===== src/rtl/cpu_types_pkg.sv =====
// rtl/cpu_types_pkg.sv - shared CPU/memory types: word, RAM handshake state, arbiter state
//
// Purpose: common types for the caches, the RAM model and the RAM arbiter.
//   word_t      - 32-bit data/address word
//   ramstate_t  - RAM model handshake state (FREE/BUSY/ACCESS/ERROR)
//   arb_state_t - ram_arbiter FSM state, exported so bench monitors can decode it
package cpu_types_pkg;

  localparam int WORD_W = 32;

  typedef logic [WORD_W-1:0] word_t;

  typedef enum logic [1:0] {
    FREE,
    BUSY,
    ACCESS,
    ERROR
  } ramstate_t;

  typedef enum logic [1:0] {
    IDLE,
    XFER,
    DONE
  } arb_state_t;

endpackage


===== src/rtl/ram_arbiter_rr_picker.sv =====
// rtl/ram_arbiter_rr_picker.sv - combinational round-robin winner search
//
// Purpose: picks the first active requester searching ptr+1, ptr+2, ... modulo NREQ.
// Ports:
//   active  in  NREQ  requester active vector
//   ptr     in  IW    index of the last requester served
//   winner  out IW    chosen requester index (0 when nothing is active)
//   valid   out 1     at least one requester is active
module rr_picker #(
  parameter int NREQ = 4,
  parameter int IW   = $clog2(NREQ)
) (
  input  logic [NREQ-1:0] active,
  input  logic [IW-1:0]   ptr,
  output logic [IW-1:0]   winner,
  output logic            valid
);

  logic [IW-1:0] idx;

  // Walk offsets from farthest to nearest so the nearest active index after
  // ptr is the last one written and therefore wins.
  always_comb begin
    winner = '0;
    idx    = '0;
    valid  = |active;
    for (int k = NREQ; k >= 1; k--) begin
      idx = IW'((int'(ptr) + k) % NREQ);
      if (active[idx]) begin
        winner = idx;
      end
    end
  end

endmodule


===== src/rtl/ram_arbiter.sv =====
// rtl/ram_arbiter.sv - round-robin arbiter sharing one RAM port among cache requesters
//
// Purpose: grants one requester at a time to the RAM port, holds the grant until
// the access completes (ramstate == ACCESS) or the requester withdraws, inserts a
// one-cycle DONE bubble, then rotates priority past the served requester.
// Optional feature macro: ARB_TIMEOUT_EN (forced abort after TIMEOUT XFER cycles).
// Ports:
//   CLK, RST             clock, synchronous active-high reset
//   req_ren/req_wen      per-requester read/write request
//   req_addr/req_store   per-requester address / write data
//   req_wait/req_load    per-requester wait (low on completion) / read data
//   ramREN/ramWEN        RAM read/write enable
//   ramaddr/ramstore     RAM address / write data
//   ramload/ramstate     RAM read data / handshake state
//   arb_busy             state is not IDLE
//   arb_timeout          one-cycle pulse on a forced abort
module ram_arbiter
  import cpu_types_pkg::*;
#(
  parameter int NREQ    = 4,
  parameter int TIMEOUT = 255
) (
  input  logic                 CLK,
  input  logic                 RST,
  input  logic [NREQ-1:0]      req_ren,
  input  logic [NREQ-1:0]      req_wen,
  input  word_t [NREQ-1:0]     req_addr,
  input  word_t [NREQ-1:0]     req_store,
  output logic [NREQ-1:0]      req_wait,
  output word_t [NREQ-1:0]     req_load,
  output logic                 ramREN,
  output logic                 ramWEN,
  output word_t                ramaddr,
  output word_t                ramstore,
  input  word_t                ramload,
  input  ramstate_t            ramstate,
  output logic                 arb_busy,
  output logic                 arb_timeout
);

  localparam int IW = $clog2(NREQ);

  arb_state_t      state, next_state;
  logic [IW-1:0]   gnt, ptr, pick;
  logic            pick_valid;
  logic [NREQ-1:0] active;
  logic            gnt_active;
  logic            access;
  logic            force_abort;

  assign active     = req_ren | req_wen;
  assign gnt_active = active[gnt];
  assign access     = (ramstate == ACCESS);

  rr_picker #(.NREQ(NREQ), .IW(IW)) u_picker (
    .active (active),
    .ptr    (ptr),
    .winner (pick),
    .valid  (pick_valid)
  );

`ifdef ARB_TIMEOUT_EN
  localparam int TW = $clog2(TIMEOUT + 1);
  logic [TW-1:0] tcnt;

  assign force_abort = (state == XFER) && !access && (tcnt == TW'(TIMEOUT));
  assign arb_timeout = force_abort;

  // Counts XFER cycles spent waiting; anything else (IDLE, DONE, completion) restarts it.
  always_ff @(posedge CLK) begin
    if (RST) begin
      tcnt <= '0;
    end else if (state == XFER && !access) begin
      tcnt <= tcnt + 1'b1;
    end else begin
      tcnt <= '0;
    end
  end
`else
  assign force_abort = 1'b0;
  assign arb_timeout = 1'b0;
`endif

  always_ff @(posedge CLK) begin
    if (RST) begin
      state <= IDLE;
      gnt   <= '0;
      ptr   <= IW'(NREQ - 1);
    end else begin
      state <= next_state;
      if (state == IDLE && pick_valid) begin
        gnt <= pick;
      end
      if (state == DONE) begin
        ptr <= gnt;
      end
    end
  end

  // An abort (requester withdrew or timeout) ends the transfer exactly like a
  // completion; the requester simply never saw req_wait drop.
  always_comb begin
    next_state = state;
    case (state)
      IDLE:    if (pick_valid) next_state = XFER;
      XFER:    if (access || !gnt_active || force_abort) next_state = DONE;
      DONE:    next_state = IDLE;
      default: next_state = IDLE;
    endcase
  end

  // RAM side and requester side are only connected while in XFER.
  always_comb begin
    ramREN   = 1'b0;
    ramWEN   = 1'b0;
    ramaddr  = '0;
    ramstore = '0;
    req_wait = '1;
    req_load = '0;
    if (state == XFER) begin
      ramaddr       = req_addr[gnt];
      ramstore      = req_store[gnt];
      ramWEN        = req_wen[gnt];
      ramREN        = req_ren[gnt] & ~req_wen[gnt];
      req_wait[gnt] = !access;
      req_load[gnt] = ramload;
    end
  end

  assign arb_busy = (state != IDLE);

endmodule

===== config.mk =====
export PLATFORM = sky130hd
export DESIGN_NAME = ram_arbiter
export DESIGN_NICKNAME = d
export VERILOG_FILES = /design/src/rtl/cpu_types_pkg.sv /design/src/rtl/ram_arbiter_rr_picker.sv /design/src/rtl/ram_arbiter.sv
export SDC_FILE = /design/constraint.sdc
export NUM_CORES = 1
export LEC_CHECK = 0
export ABC_AREA = 1
export CORE_AREA = 2 2 193 195
export DETAILED_ROUTE_END_ITERATION = 16
export DIE_AREA = 0 0 195 197
export GPL_ROUTABILITY_DRIVEN = 0
export GPL_TIMING_DRIVEN = 1
export PLACE_DENSITY = 0.46
export SLEW_MARGIN = 0
export SYNTH_ARGS = -nofsm -noshare
export SYNTH_HDL_FRONTEND = slang
export SYNTH_SLANG_ARGS = --single-unit

===== constraint.sdc =====
create_clock -name CLK -period 1.96 [get_ports CLK]
set_input_delay 0.392 -clock CLK [delete_from_list [all_inputs] [get_ports CLK]]
set_output_delay 0.392 -clock CLK [all_outputs]
set_load 0.01 [all_outputs]

==> results of run 1 <==
## worst register-to-register path, delay by kind of cell, from the launching register on
family        cells  cell delay (ns)
simple gates      8             0.63
buf+inv           4             0.47
flops             1             0.35
## layout make-up
| type | instances | area [um2] | area share, % |
|---|---|---|---|
| clock buffers | 3 | 75.07 | 0.7848 |
| inverters | 53 | 236.5 | 2.472 |
| multi-input cells | 475 | 2746 | 28.71 |
| flip-flops and latches | 6 | 127.6 | 1.334 |
| well taps | 468 | 585.6 | 6.122 |
| repair buffers | 626 | 5786 | 60.48 |
| repair inverters | 1 | 8.758 | 0.09156 |
## synthesized netlist by cell type
library cell and instances:
a21o_1 1, inv_1 41, nand4_1 2, o21ai_0 2, a21oi_1 6, o22ai_1 1
nor2_1 143, buf_4 17, nand2_1 171, nor2_2 1, inv_2 12, buf_2 21
nand3b_1 1, a31oi_1 64, nand2_2 3, dfxtp_1 6, a311oi_1 1, buf_6 2
a22oi_1 65, o21ai_1 1, and2_1 1, nor2_4 1, conb_1 1, nand3_1 10
clkbuf_1 8
## metal layers
metal	vias to the layer above	GRT usage (%)
met4	0	2.007
met1	3032	17.69
met3	28	1.626
met5	-	0
met2	248	26.36
li1	3120	-
## state kept, by name, indices dropped and copies added (netlist names)
register	cells
gnt	2
ptr	2
state	2
## metrics by stage
stage               TNS [ns]  cells  power (uW)  hold WS, ns
floorplan                  0    582        1285       0.4611
global placement      -53.80   1580        3273       0.5018
detailed placement    -55.92   1580        3269       0.5023
CTS                   -6.156   1622        4139       0.4920
global route          -21.67   1632        4461       0.5157
finish                -5.795   1632        4198       0.4891
## power by group through the flow
stage | Combinational [uW] | Clock, uW | Sequential [uW]
3_5_place_dp | 3110 | 0 | 163
3_3_place_gp | 3110 | 0 | 162
4_1_cts | 3640 | 336 | 166
2_1_floorplan | 1130 | 0 | 158
5_1_grt | 3940 | 347 | 173
6_report | 3700 | 331 | 170
## worst paths after layout
check | startpoint | to | slack (ns) | cells after the start
worst max-delay path | gnt[1] | req_load[22] | -0.16 | 11
worst min-delay path | gnt[1] | gnt[1] | 0.49 | 2
worst max register to register | gnt[1] | state[1] | 0.39 | 12
worst min register to register | gnt[1] | gnt[1] | 0.49 | 2
## cell families after synthesis
family / after synthesis / share of synthesized area (%)
other cells: 1 / 0.1313
compound gates: 141 / 33.48
simple gates: 333 / 45.22
flops: 6 / 4.207
buf+inv: 101 / 16.96
## cells in the final DEF, fill, tap and decap left out, drive strengths merged, types with 3 or more instances in the layout
master | netlist | final
buf | 40 | 317
clkdlybuf4s50 | 0 | 300
nand2 | 174 | 174
nor2 | 145 | 145
a22oi | 65 | 65
a31oi | 64 | 64
inv | 53 | 52
nand3 | 10 | 10
clkbuf | 8 | 9
a21oi | 6 | 6
dfxtp | 6 | 6
o21ai | 3 | 3
## what timing repair did
item / 4_1_cts / 5_1_grt
gates cloned: 13 / 4
gates resized for setup: 920 / 84
buffers inserted: 26 / 7
pin swaps: 36 / 16
hold endpoints to repair: 0 / 0
endpoints found under the setup margin: 198 / 183
==> qor.yml, run 1 <==
status: "finished, violations left"
violations: "setup timing"
combPwrFrac_pct: 88.1
clkPwrFrac_pct: 7.9
grt_max_degree: 37
syn_area_um2: 2855
path_max_fanout: 7
top_layer_used: "met4"
fmax_mhz: 471.8
clkTransAtPathRegs_ns: 0.04
p_int_uw: 2406
swShare_pct: 42.70
syn2layout_area_growth_pct: 235.0
dp_slack_ns: -0.4284
cp.required_ns: 1.57
clkLatencyLatePin_ns: 0.23
leakagePower_uw: 0.004269
crit_chain: "buf_6 -> nor2_4 -> buf_12 -> buf_12 -> inv_4 -> nor2_4 -> inv_6 -> buf_6 -> buf_12 -> nor2_1 -> buf_2"
finClkSkew_ns: 0.003173
dr.pass1.iters: 4
fin_util_pct: 26.38
synth_area_leader_cell: "nand2_1"
drc_errors: 0
wl_per_cell_um: 18.39
drive_above_1_share_pct: 39.09
power.switching_uw: 1792
cp_common_cell: "buf_12"
critical_path.max_stage_delay_ns: 0.33
wl_um: 30010
cts_tree: "built"
antenna_cells: 0
ant_nets: 0
power_density_nw_per_um2: 438.9
end_kind: "primary output"
synth.avg_cell_area_um2: 4.906
cts_max_level: 1
synthDistinctLibCells: 25
grt_util_all_layers_pct: 14.12
crit_buf_inv: 8
synthTopCellsByArea: "nand2_1 (22%), nor2_1 (19%), a22oi_1 (17%)"
numCtsBuffers: 3
wl_met2_um: 15480
vdd.ir_drop.worst_mv: 0.3903
die_height_um: 197
cts_hold_buf: 0
grt_overflow: 0
wl_met1_um: 12830
slew_viol_final: 0
grt_pass1_vias: 6403
avgViaCountPerCell: 3.939
placed_area_um2: 8984
grt_setup_unrepaired: "yes"
initial_utilization_pct: 7.874
core_area_um2: 36260
final_nets: 1466
finalHoldViolations: 0
rows: 70
crit_arrival_ns: 1.73
pwr-share-seq_pct: 4.0
fin_crit_ns: 2.119
fillCellCount: 4072
first_iter_violations: 241
ys_warn_count: 0
cts_buffer_depth: 2
slowest_stage: "dfxtp_2"
dieArea_um2: 38420
grt_pass1_wl_um: 41500
ys_ff_latch: 6
finalSetupViolCount: 130
drv_cap: 0
synth_nets: 882
vias: 6428
port_buffers: 498
critPathKind: "reg -> out"
finalInstanceArea_um2: 9565
clockRootBuffer: "clkbuf_16"
worst_hold_path_type: "reg -> reg"
hpwl_um: 22690
period_share_pct: 108.1
synth_cells: 582
clock_sinks: 6
die_x_um: 195
critPathLaunchType: "register"
ioPinCount: 500
yosysTopAreaCellShare_pct: 22.48
antenna_found_initial: 0
cpLargestDelayFamily: "buffers and inverters"
route.met3.wl_um: 1290
setup_slack_ns: -0.1594
synth-seq-area-share_pct: 4.207
Note: power is estimated with default switching activity, not from simulation.
==> inputs of run 2 (changes only) <==
--- a/config.mk
+++ b/config.mk
@@ -6,12 +6,15 @@
 export NUM_CORES = 1
 export LEC_CHECK = 0
 export ABC_AREA = 1
-export CORE_AREA = 2 2 193 195
+export CELL_PAD_IN_SITES_DETAIL_PLACEMENT = 1
+export CELL_PAD_IN_SITES_GLOBAL_PLACEMENT = 2
+export CORE_AREA = 2 2 194 196
 export DETAILED_ROUTE_END_ITERATION = 16
-export DIE_AREA = 0 0 195 197
+export DIE_AREA = 0 0 196 198
 export GPL_ROUTABILITY_DRIVEN = 0
 export GPL_TIMING_DRIVEN = 1
-export PLACE_DENSITY = 0.46
+export PLACE_DENSITY = 0.94
+export RECOVER_POWER = 25
 export SLEW_MARGIN = 0
 export SYNTH_ARGS = -nofsm -noshare
 export SYNTH_HDL_FRONTEND = slang
==> run 2 against run 1 <==
  * The flow still finishes with violations (setup timing)
  * Critical path depth decreased by 2
  * Hold slack improved by 0.14 ns
  * Via count increased by 1.7%
  * Utilization decreased by 0.067 points
  * Sequential share of layout area about the same
  * First-iteration DRC count decreased by 15%
  * Setup slack improved by 0.0053 ns
  * Clock-buffer cell count unchanged
  * Largest power group unchanged
==> qor.yml, run 2 (synthesis gave the netlist of run 1 again) <==
grt_pass1_wl_um: 42000  # was 41500 um
setup_slack_ns: -0.1542  # was -0.1594 ns
crit_arrival_ns: 1.72  # was 1.73 ns
finClkSkew_ns: 0.0006266  # was 0.003173 ns
fmax_mhz: 473.0  # was 471.8 MHz
grt_setup_unrepaired: "yes"  # unchanged
final_common_cell: "clkdlybuf4s50_1"  # unchanged
worst_hold_path_type: "reg -> reg"  # unchanged
critPathKind: "reg -> out"  # unchanged
ant_nets: 0  # unchanged
syn2layout_area_growth_pct: 240.6  # was 235.0%
die_x_um: 196  # was 195 um
initial_utilization_pct: 7.726  # was 7.874%
grt_util_all_layers_pct: 14.23  # was 14.12%
stdcell_count: 1642  # was 1632
clkLatencyLatePin_ns: 0.23  # about the same
reg_top3: "gnt x2, ptr x2, state x2"  # unchanged
rows: 71  # was 70
die_height_um: 198  # was 197 um
pwr-share-seq_pct: 4.0  # about the same
fillCellCount: 4514  # was 4072
hpwl_um: 22170  # was 22690 um
clock_sinks: 6  # unchanged
leakagePower_uw: 0.004344  # was 0.004269 uW
swShare_pct: 43.95  # was 42.70%
critPathLaunchType: "register"  # unchanged
first_iter_violations: 204  # was 241
power.switching_uw: 1919  # was 1792 uW
vdd.ir_drop.worst_mv: 0.2549  # was 0.3903 mV
p_int_uw: 2447  # was 2406 uW
drv_cap: 0  # unchanged
period_share_pct: 107.9  # was 108.1%
port_buffers: 498  # unchanged
dieArea_um2: 38810  # was 38420 um2
wl_um: 31320  # was 30010 um
dp_cells: 1578  # was 1580
status: "finished, violations left"  # unchanged
finalSetupViolCount: 139  # was 130
combPwrFrac_pct: 88.3  # was 88.1%
antenna_found_initial: 1  # was 0
avgViaCountPerCell: 3.982  # was 3.939
grt_overflow: 0  # unchanged
cts_max_level: 1  # unchanged
ioPinCount: 500  # unchanged
dr.pass1.iters: 4  # unchanged
fin_crit_ns: 2.114  # was 2.119 ns
path_max_fanout: 7  # unchanged
clkPwrFrac_pct: 7.7  # was 7.9%
core_area_um2: 36960  # was 36260 um2
grt_max_degree: 46  # was 37
numCtsBuffers: 3  # unchanged
fin_hold_ws_ns: 0.6248  # was 0.4891 ns
finalHoldViolations: 0  # unchanged
clkTransAtPathRegs_ns: 0.03  # was 0.04 ns
cts_buffer_depth: 2  # unchanged
final_nets: 1469  # was 1466
cp.required_ns: 1.57  # about the same
drc_errors: 0  # unchanged
grt_pass1_vias: 6727  # was 6403
violations: "setup timing"  # unchanged
cts_tree: "built"  # unchanged
vias: 6538  # was 6428
layout_common_cells: "clkdlybuf4s50_1 (298), buf_2 (187), nand2_1 (149)"  # was clkdlybuf4s50_1 (300), buf_2 (182), nand2_1 (160)
power_density_nw_per_um2: 449.1  # was 438.9 nW/um2
drive_above_1_share_pct: 41.90  # was 39.09%
slew_viol_final: 0  # unchanged
end_kind: "primary output"  # unchanged
clockRootBuffer: "clkbuf_16"  # unchanged
wl_per_cell_um: 19.07  # was 18.39 um
[run 2: changes by cell type in the layout (fill, tap and decap cells not counted), sizes merged, moves of 2 or more]
cell,change
clkbuf,-2
dlygate4sd2,-2
buf,+7
clkdlybuf4s50,-2
dlygate4sd3,+2
[run 2: metrics by stage]
step | util [%] | power, uW | area [um2] | setup slack [ns] | TNS, ns
2_1_floorplan | - | 1285 | 2855 | 0.3596 | 0
3_5_place_dp | 24.07 | 3253 | 8894 | -0.5082 | -62.64
5_1_grt | 26.31 | 4614 | 9724 | -0.2029 | -17.70
4_1_cts | 25.21 | 4073 | 9316 | -0.1706 | -9.227
3_3_place_gp | 24.07 | 3202 | 8894 | -0.4246 | -58.76
6_report | 26.31 | 4367 | 9724 | -0.1542 | -6.825
[run 2: path summary, 6_finish.rpt]
check	start	endpoint	slack, ns	cells past startpoint
min	gnt[0]	ptr[0]	0.62	2
max reg2reg	gnt[0]	state[1]	0.38	10
min reg2reg	gnt[0]	ptr[0]	0.62	2
max	gnt[1]	ramaddr[1]	-0.15	9
[run 2: critical path: stages, from the launching register on]
cell	delay, ns
dfxtp_4	0.35
buf_6	0.12
nor2_4	0.08
buf_6	0.13
buf_12	0.16
buf_12	0.14
buf_12	0.11
a22oi_2	0.06
a31oi_1	0.15
buf_2	0.17
[run 2: area by class of cell]
class | count | area, um2 | area share [%]
multi-input combinational | 475 | 2905 | 29.88
clock buffer | 3 | 75.07 | 0.7720
inverter | 53 | 251.5 | 2.586
sequential | 6 | 130.1 | 1.338
antenna | 1 | 2.502 | 0.02573
timing repair buffer | 630 | 5767 | 59.30
tap | 474 | 593.1 | 6.099
[run 2: what timing repair did]
action | 4_1_cts | 5_1_grt
gates cloned | 14 | 5
setup buffers | 30 | 17
pin swaps | 35 | 23
resized for setup | 929 | 134
hold buffers | 0 | 0
setup endpoints to repair | 198 | 195
[run 2: metal layers]
| layer | wire length [um] | GRT usage, % |
|---|---|---|
| met5 | 0 | 0 |
| met4 | 701 | 3.760 |
| met3 | 1721 | 2.470 |
| met2 | 15930 | 25.86 |
| met1 | 12970 | 17.22 |
[run 2: power groups by stage]
| stage | combinational (uW) | clock [uW] | sequential (uW) |
|---|---|---|---|
| finish | 3850 | 338 | 174 |
| global placement | 3040 | 0 | 162 |
| detailed placement | 3090 | 0 | 163 |
| floorplan | 1130 | 0 | 158 |
| CTS | 3560 | 341 | 172 |
| global route | 4080 | 355 | 175 |
==> inputs of run 3 (changes only) <==
==> constraint.sdc (replaced) <==
create_clock -name CLK -period 2.3 [get_ports CLK]
set_input_delay 0.46 -clock CLK [delete_from_list [all_inputs] [get_ports CLK]]
set_output_delay 0.46 -clock CLK [all_outputs]
set_load 0.01 [all_outputs]
==> run 3 against run 2 <==
  * The flow still finishes with violations (setup timing)
  * Wire length down 12%
  * Global-route usage down 1.6 points
  * Final cell count down 3.5%
  * Hold slack worse by 0.070 ns
  * Combinational power down 35%
  * Total power down 33%
  * Sequential cell count unchanged
  * Register-to-register slack better by 0.05 ns
  * Clock power down 17%
  * Setup slack better by 0.15 ns
  * Die area unchanged
  * Critical endpoint is now ramREN
  * Highest routed layer unchanged
==> qor.yml, run 3 (synthesis gave the netlist of run 1 again) <==
power_density_nw_per_um2: 339.1  # was 449.1 nW/um2
vias: 6205  # was 6538
status: "finished, violations left"  # unchanged
grt_pass1_wl_um: 38220  # was 42000 um
cts_tree: "built"  # unchanged
stdcell_count: 1584  # was 1642
antenna_found_initial: 0  # was 1
critPathKind: "reg -> out"  # unchanged
hp-start: "gnt[1]"  # was gnt[0]
period_share_pct: 100.3
cts_hold_buf: 0  # unchanged
clockRootBuffer: "clkbuf_16"  # unchanged
dr.pass1.iters: 5  # was 4
rows: 71  # unchanged
dieArea_um2: 38810  # unchanged
cts_max_level: 1  # unchanged
fmax_mhz: 433.6
fillCellCount: 4608  # was 4514
die_x_um: 196  # unchanged
slew_viol_final: 0  # unchanged
rr_worst_depth: 12  # was 10
grt_pass1_vias: 6389  # was 6727
fin_hold_ws_ns: 0.5548  # was 0.6248 ns
numCtsBuffers: 3  # unchanged
tns_ns: -0.006334  # was -6.825 ns
layout_common_cells: "clkdlybuf4s50_1 (297), nand2_1 (171), nor2_1 (135)"  # was clkdlybuf4s50_1 (298), buf_2 (187), nand2_1 (149)
vdd.ir_drop.worst_mv: 0.2171  # was 0.2549 mV
grt_max_degree: 46  # unchanged
setup_slack_ns: -0.006334  # was -0.1542 ns
final_nets: 1412  # was 1469
grt_setup_unrepaired: "yes"  # unchanged
clkTransAtPathRegs_ns: 0.03  # about the same
multiInputGateArea_um2: 2356  # was 2905 um2
reg_top3: "gnt x2, ptr x2, state x2"  # unchanged
dp_cells: 1574  # was 1578
total_power_uw: 2935  # was 4367 uW
finalHoldViolations: 0  # unchanged
cp.required_ns: 1.84  # was 1.57 ns
final_common_cell: "clkdlybuf4s50_1"  # unchanged
first_iter_violations: 217  # was 204
finalSetupViolCount: 1  # was 139
ioPinCount: 500  # unchanged
whs_path_depth: 2  # unchanged
regArea_um2: 125.1  # was 130.1 um2
hpwl_um: 22220  # was 22170 um
initial_utilization_pct: 7.726  # unchanged
antenna_cells: 0  # was 1
leakagePower_uw: 0.004033  # was 0.004344 uW
clkLatencyLatePin_ns: 0.23  # about the same
drive_above_1_share_pct: 16.40  # was 41.90%
violations: "setup timing"  # unchanged
grt_util_all_layers_pct: 12.63  # was 14.23%
wl_per_cell_um: 17.42  # was 19.07 um
syn2layout_area_growth_pct: 203.1  # was 240.6%
ant_nets: 0  # unchanged
drc_errors: 0  # unchanged
critPathLaunchType: "register"  # unchanged
clock_sinks: 6  # unchanged
path_max_fanout: 14  # was 7
die_height_um: 198  # unchanged
r2r_start: "gnt[1]"  # was gnt[0]
crit_arrival_ns: 1.85  # was 1.72 ns
r2r_setup_slack_ns: 0.43  # was 0.38 ns
fin_crit_ns: 2.306
worst_hold_path_type: "reg -> reg"  # unchanged
end_kind: "primary output"  # unchanged
cp-startpoint: "gnt[1]"  # unchanged
fin_util_pct: 23.42  # was 26.31%
drv_cap: 0  # unchanged
port_buffers: 498  # unchanged
avgViaCountPerCell: 3.917  # was 3.982
grt_overflow: 0  # unchanged
wl_um: 27600  # was 31320 um
cts_buffer_depth: 2  # unchanged
finClkSkew_ns: 0.001966  # was 0.0006266 ns
core_area_um2: 36960  # unchanged
[run 3: cell count changes in the layout (fill, tap and decap cells not counted), sizes merged, moves of 2 or more]
cell and change:
inv +2, dlygate4sd2 +113, buf -246, clkdlybuf4s15 +13
dlymetal6s2s +2, clkinv -2, clkbuf +60
[run 3: critical path, cell delays in order (launching register included)]
cell	delay [ns]
dfxtp_2	0.34
inv_2	0.06
nor2_4	0.17
buf_4	0.15
bufbuf_16	0.28
nand2_1	0.10
a311oi_2	0.31
buf_2	0.18
[run 3: worst paths after layout]
path                            endpoint
worst min-delay path              ptr[1]
worst max-delay path              ramREN
worst max register to register  state[1]
worst min register to register    ptr[1]
[run 3: timing repair]
item	in CTS	in global routing
pin swaps	3	2
cloned	2	1
setup buffers	5	0
setup endpoints to repair	198	88
gates resized for setup	237	160
[run 3: power breakdown]
part / switching (uW) / total (uW) / internal (uW) / leakage (uW)
clock: 59.2 / 282 / 223 / 0.0000370
combinational: 1230 / 2510 / 1280 / 0.00395
sequential: 21.4 / 142 / 120 / 0.0000505
[run 3: final cells by class]
type                    count  share of cell area (%)
inverters                  53                   2.299
repair buffers            573                   61.31
flip-flops and latches      6                   1.446
clock buffers               3                  0.8674
multi-input cells         475                   27.22
well taps                 474                   6.853
[run 3: per-stage QoR]
| stage | area (um2) | setup WS, ns |
|---|---|---|
| 6_report | 8655 | -0.006334 |
| 5_1_grt | 8655 | -0.1132 |
| 4_1_cts | 8884 | -0.2278 |
| 3_5_place_dp | 8838 | -0.1642 |
| 3_3_place_gp | 8838 | -0.2090 |
| 2_1_floorplan | 2855 | 0.6316 |
[run 3: metal layers]
layer / vias to the layer above / routed length, um / GRT usage [%]
li1: 2996 / - / -
met4: 0 / 384 / 2.329
met5: - / 0 / 0
met2: 246 / 14450 / 23.98
met1: 2936 / 11070 / 15.07
met3: 27 / 1699 / 1.840
